==> src/rtl/pipe_stage_reg.sv <==
// Elastic valid/ready pipeline register between two CPU stages, with an optional skid entry.
// An empty stage presents NOP_INSN / PC 0 downstream, so no separate bubble mux is needed.
module pipe_stage_reg #(
  parameter int                DATA_W   = 32,
  parameter int                PC_W     = 32,
  parameter logic [DATA_W-1:0] NOP_INSN = DATA_W'(32'h00000013),
  parameter bit                SKID     = 1'b1
) (
  input  logic              clock,
  input  logic              reset_n,
  input  logic              flush,
  input  logic              in_valid,
  output logic              in_ready,
  input  logic [PC_W-1:0]   in_pc,
  input  logic [DATA_W-1:0] in_insn,
  output logic              out_valid,
  input  logic              out_ready,
  output logic [PC_W-1:0]   out_pc,
  output logic [DATA_W-1:0] out_insn,
  output logic [1:0]        occupancy
);

  typedef enum logic [1:0] {
    EMPTY = 2'd0,
    ONE   = 2'd1,
    FULL  = 2'd2
  } occ_state_e;

  logic              init_q;
  logic              rdy_q, rdy_d;
  logic              main_v_q, main_v_d;
  logic              skid_v_q, skid_v_d;
  logic [PC_W-1:0]   main_pc_q, main_pc_d;
  logic [PC_W-1:0]   skid_pc_q, skid_pc_d;
  logic [DATA_W-1:0] main_insn_q, main_insn_d;
  logic [DATA_W-1:0] skid_insn_q, skid_insn_d;
  logic [1:0]        occ_q, occ_d;
  logic              push, pop;
  occ_state_e        state;

  assign push  = in_valid & in_ready;
  assign pop   = main_v_q & out_ready;
  assign state = skid_v_q ? FULL : (main_v_q ? ONE : EMPTY);

  generate
    if (SKID) begin : g_skid
      // Ready comes from a flop; only flush may pull it low within the cycle.
      assign in_ready = rdy_q & ~flush;

      always_comb begin
        main_v_d    = main_v_q;
        skid_v_d    = skid_v_q;
        main_pc_d   = main_pc_q;
        main_insn_d = main_insn_q;
        skid_pc_d   = skid_pc_q;
        skid_insn_d = skid_insn_q;
        if (flush) begin
          main_v_d = 1'b0;
          skid_v_d = 1'b0;
        end else begin
          unique case (state)
            EMPTY: begin
              if (push) begin
                main_v_d    = 1'b1;
                main_pc_d   = in_pc;
                main_insn_d = in_insn;
              end
            end
            ONE: begin
              if (push && !pop) begin
                skid_v_d    = 1'b1;
                skid_pc_d   = in_pc;
                skid_insn_d = in_insn;
              end else if (push && pop) begin
                main_pc_d   = in_pc;
                main_insn_d = in_insn;
              end else if (pop) begin
                main_v_d = 1'b0;
              end
            end
            FULL: begin
              // in_ready is low here, so any in_valid is ignored.
              if (pop) begin
                main_pc_d   = skid_pc_q;
                main_insn_d = skid_insn_q;
                skid_v_d    = 1'b0;
              end
            end
            default: begin
              main_v_d = 1'b0;
              skid_v_d = 1'b0;
            end
          endcase
        end
      end

      assign rdy_d = ~skid_v_d;
    end else begin : g_single
      assign in_ready = init_q & ~flush & (~main_v_q | out_ready);

      always_comb begin
        main_v_d    = main_v_q;
        main_pc_d   = main_pc_q;
        main_insn_d = main_insn_q;
        skid_v_d    = 1'b0;
        skid_pc_d   = skid_pc_q;
        skid_insn_d = skid_insn_q;
        if (flush) begin
          main_v_d = 1'b0;
        end else if (push) begin
          main_v_d    = 1'b1;
          main_pc_d   = in_pc;
          main_insn_d = in_insn;
        end else if (pop) begin
          main_v_d = 1'b0;
        end
      end

      assign rdy_d = 1'b0;
    end
  endgenerate

  assign occ_d = 2'(main_v_d) + 2'(skid_v_d);

  // Control state: cleared asynchronously; init_q keeps in_ready low for the first cycle.
  always_ff @(posedge clock or negedge reset_n) begin
    if (!reset_n) begin
      init_q   <= 1'b0;
      rdy_q    <= 1'b0;
      main_v_q <= 1'b0;
      skid_v_q <= 1'b0;
      occ_q    <= 2'd0;
    end else begin
      init_q   <= 1'b1;
      rdy_q    <= rdy_d;
      main_v_q <= main_v_d;
      skid_v_q <= skid_v_d;
      occ_q    <= occ_d;
    end
  end

  // Payload needs no reset: it is only visible through the valid-gated output mux.
  always_ff @(posedge clock) begin
    main_pc_q   <= main_pc_d;
    main_insn_q <= main_insn_d;
    skid_pc_q   <= skid_pc_d;
    skid_insn_q <= skid_insn_d;
  end

  assign out_valid = main_v_q;
  assign out_pc    = main_v_q ? main_pc_q : '0;
  assign out_insn  = main_v_q ? main_insn_q : NOP_INSN;
  assign occupancy = occ_q;

endmodule

==> config.mk <==
export PLATFORM = sky130hd
export DESIGN_NAME = pipe_stage_reg
export DESIGN_NICKNAME = d
export VERILOG_FILES = /design/src/rtl/pipe_stage_reg.sv
export SDC_FILE = /design/constraint.sdc
export NUM_CORES = 1
export LEC_CHECK = 0
export CAP_MARGIN = 20
export CORE_MARGIN = 10
export CORE_UTILIZATION = 35
export CTS_CLUSTER_SIZE = 25
export DETAILED_ROUTE_END_ITERATION = 7
export HOLD_SLACK_MARGIN = 0.02
export PLACE_DENSITY = 0.67
export SYNTH_ARGS = -nofsm -noshare
export SYNTH_HDL_FRONTEND = slang
export SYNTH_SLANG_ARGS = --single-unit
==> constraint.sdc <==
create_clock -name clock -period 8.2 [get_ports clock]
set_input_delay 0.82 -clock clock [delete_from_list [all_inputs] [get_ports clock]]
set_output_delay 0.82 -clock clock [all_outputs]
set_load 0.02 [all_outputs]
==> results.ini <==
[status]
outcome = finished clean

[synthesis]
syn_inst = 293
synth_area_mm2 = 0.00536
postSynthAreaPerCell_um2 = 18.3
ys_ff_latch = 133
synth_top_area_frac = 0.718
ys_seq_area_frac = 0.741
ys_warn_count = 0
synth_nets = 362
yosys.area.top_type = edfxtp_1
synth_cell_types = 22
synthTopCellsByArea = edfxtp_1 (72%), mux2_2 (9.5%), and2_1 (7.1%)

[setup_path]
crit_fanout = 70
critical_path.max_stage_delay_ns = 1.01
crit_required_ns = 7.38
arrival_ns = 2.33
path_cells = and2_1 -> clkdlybuf4s50_1
start_kind = flop
critical_path_class = flop to output port
slowest_stage = dfrtp_2
end_kind = output port

[die]
dieArea_mm2 = 0.0207
die_y_um = 144
rows = 45
floorplan.initialDensity = 0.355
die_x_um = 144
core-area_mm2 = 0.0151
ioPinCount = 137

[finish]
n_antenna_cell = 0
fin_area_mm2 = 0.00746
finalNonFillerCells = 637
fin_util = 0.495
nNetsFinal = 505
syn_to_final_growth_pct = 39.4
fill_cells = 1273
drive_gt1_frac = 0.220

[grt]
grt_overflow = 0
grt_pass1_wl_um = 17700
antenna_found_initial = 0
grt_pass1_vias = 3154
grtUsageTotal = 0.114
grt_max_degree = 71

[worst_hold_path]
min_path_type = flop to flop

[clock_tree]
clk_pin_slew_ns = 0.06
postCtsSetupRepairBufs = 0
cts_buffers = 17
cts_tree = yes
clock-sinks = 133
hold_buffers = 0
cts.repair.resized = 0
cts_max_level = 4
root_buffer = clkbuf_16
clockBufferDepth = 2
clk_latency_ns = 0.41

[power]
power_density_mw_per_mm2 = 230
swShare = 0.210
leakagePower_nw = 2.54
power_switching_uw = 360
seq_power_share = 0.468
max-vdd-ir-drop_mv = 0.175
clkPwrFrac = 0.430
power_frac_comb = 0.102
internal_power_mw = 1.35

[placed_design]
post-dp-hpwl_um = 7450
io_buffers = 136
place_inst = 605
gp_congestion = 0.770
pre_cts_slack_ns = 5.17
postPlaceCellArea_mm2 = 0.00689

[detailed_routing]
met2_length_um = 5430
ant_nets = 0
drc = 0
wl_um = 11400
wire_per_inst_um = 17.9
dr.pass1.iters = 6
via_per_inst = 4.59
highest_layer = met4
drt_iter0_markers = 135
num_vias = 2925
wl_met3_um = 939
met1Wirelength_um = 4940

[timing]
finalCriticalPeriod_ns = 3.15
skew_ns = 0.0112
setup_viol = 0
relSlewSlack = 0.310
worstMarginPinSlew_ns = 1.03
post-route-period-util = 0.384
fmaxAchievable_ghz = 0.317
finalHoldViolations = 0
setup_tns_ns = 0
final.setup.worst_slack_ns = 5.05
grt_setup_unrepaired = no
slew_violations = 0

[run]
max_cap_violations = 0

-- cells in the final DEF (no fill, tap or decap), drive strengths merged, types with 2 or more instances in the layout --
master	count
dfrtp	5
clkdlybuf4s50	136
clkbuf	20
clkinv	7
buf	3
a21oi	2
clkinvlp	2
and2	61
bufinv	3
nand2b	3
edfxtp	128
o21ai	2
mux2	64
nor3	3
inv	3
-- synthesized netlist by cell type --
library cell  count
xnor2_1           1
nand3_1           1
mux2_4           19
dfrtp_1           5
and2_1           61
clkbuf_1          6
a211o_1           1
buf_2             4
nor2b_1           1
nor2_1            1
or2b_1            1
inv_1             2
a31oi_1           1
a21oi_2           1
mux2_2           45
nand2b_1          3
nor3_1            3
inv_2             1
buf_6             5
edfxtp_1        128
a21oi_1           1
o21ai_0           2
-- worst max-delay path, delay by kind of cell (launching register included) --
family	cells	cell delay [ns]
buf+inv	1	0.62
simple gates	1	0.28
flops	1	1.01
-- stage by stage --
step | power [mW] | hold slack, ns
after floorplan | 0.902 | 0.523
after global placement | 0.991 | 0.527
after detailed placement | 0.995 | 0.532
after CTS | 1.74 | 0.547
after global routing | 1.79 | 0.559
final | 1.71 | 0.545
-- sequential cells by signal, indices dropped and copies added, names as in the netlist --
name and flops:
rdy_q 1, occupancy 2, skid_v_q 1, out_valid 1
main_insn_q 32, main_pc_q 32, skid_insn_q 32, skid_pc_q 32
-- per-layer routing --
| layer | up-vias | global-route usage |
|---|---|---|
| li1 | 1372 | - |
| met5 | - | 0 |
| met4 | 0 | 0.0306 |
| met3 | 6 | 0.0594 |
| met1 | 1453 | 0.140 |
| met2 | 94 | 0.172 |
-- path summary, 6_finish.rpt --
| kind | end | cells after the start | slack [ns] | startpoint |
|---|---|---|---|---|
| setup reg to reg | skid_insn_q[20]$_DFFE_PP_ | 3 | 5.55 | out_valid$_DFF_PN0_ |
| hold reg to reg | main_insn_q[24]$_DFFE_PP_ | 1 | 0.55 | skid_insn_q[24]$_DFFE_PP_ |
| hold / removal | main_insn_q[24]$_DFFE_PP_ | 1 | 0.55 | skid_insn_q[24]$_DFFE_PP_ |
| min in group asynchronous | out_valid$_DFF_PN0_ | 1 | 0.62 | reset_n |
| max in group asynchronous | skid_v_q$_DFF_PN0_ | 1 | 7.37 | reset_n |
| setup / recovery | out_pc[12] | 2 | 5.05 | out_valid$_DFF_PN0_ |
-- power by group through the flow --
stage	clock network (mW)	logic (mW)	registers, mW
floorplan	0	0.0976	0.804
CTS	0.757	0.178	0.804
detailed placement	0	0.177	0.818
global route	0.791	0.187	0.807
global placement	0	0.175	0.816
finish	0.737	0.175	0.803
-- area by class of cell --
| cell class | instances | area (um2) | share of cell area |
|---|---|---|---|
| clock buffer | 20 | 437 | 0.0585 |
| tap | 188 | 235 | 0.0315 |
| multi-input combinational | 142 | 1290 | 0.172 |
| timing repair buffer | 139 | 1380 | 0.185 |
| clock inverter | 12 | 136 | 0.0183 |
| inverter | 3 | 11.3 | 0.00151 |
| sequential | 133 | 3970 | 0.532 |
-- cells by family after synthesis --
kind of cell / synth area share
buf+inv: 0.0206
xor+xnor: 0.00164
mux: 0.148
flops: 0.741
compound gates: 0.00724
simple gates: 0.0818
No activity file was read; power rests on OpenSTA's default activity.
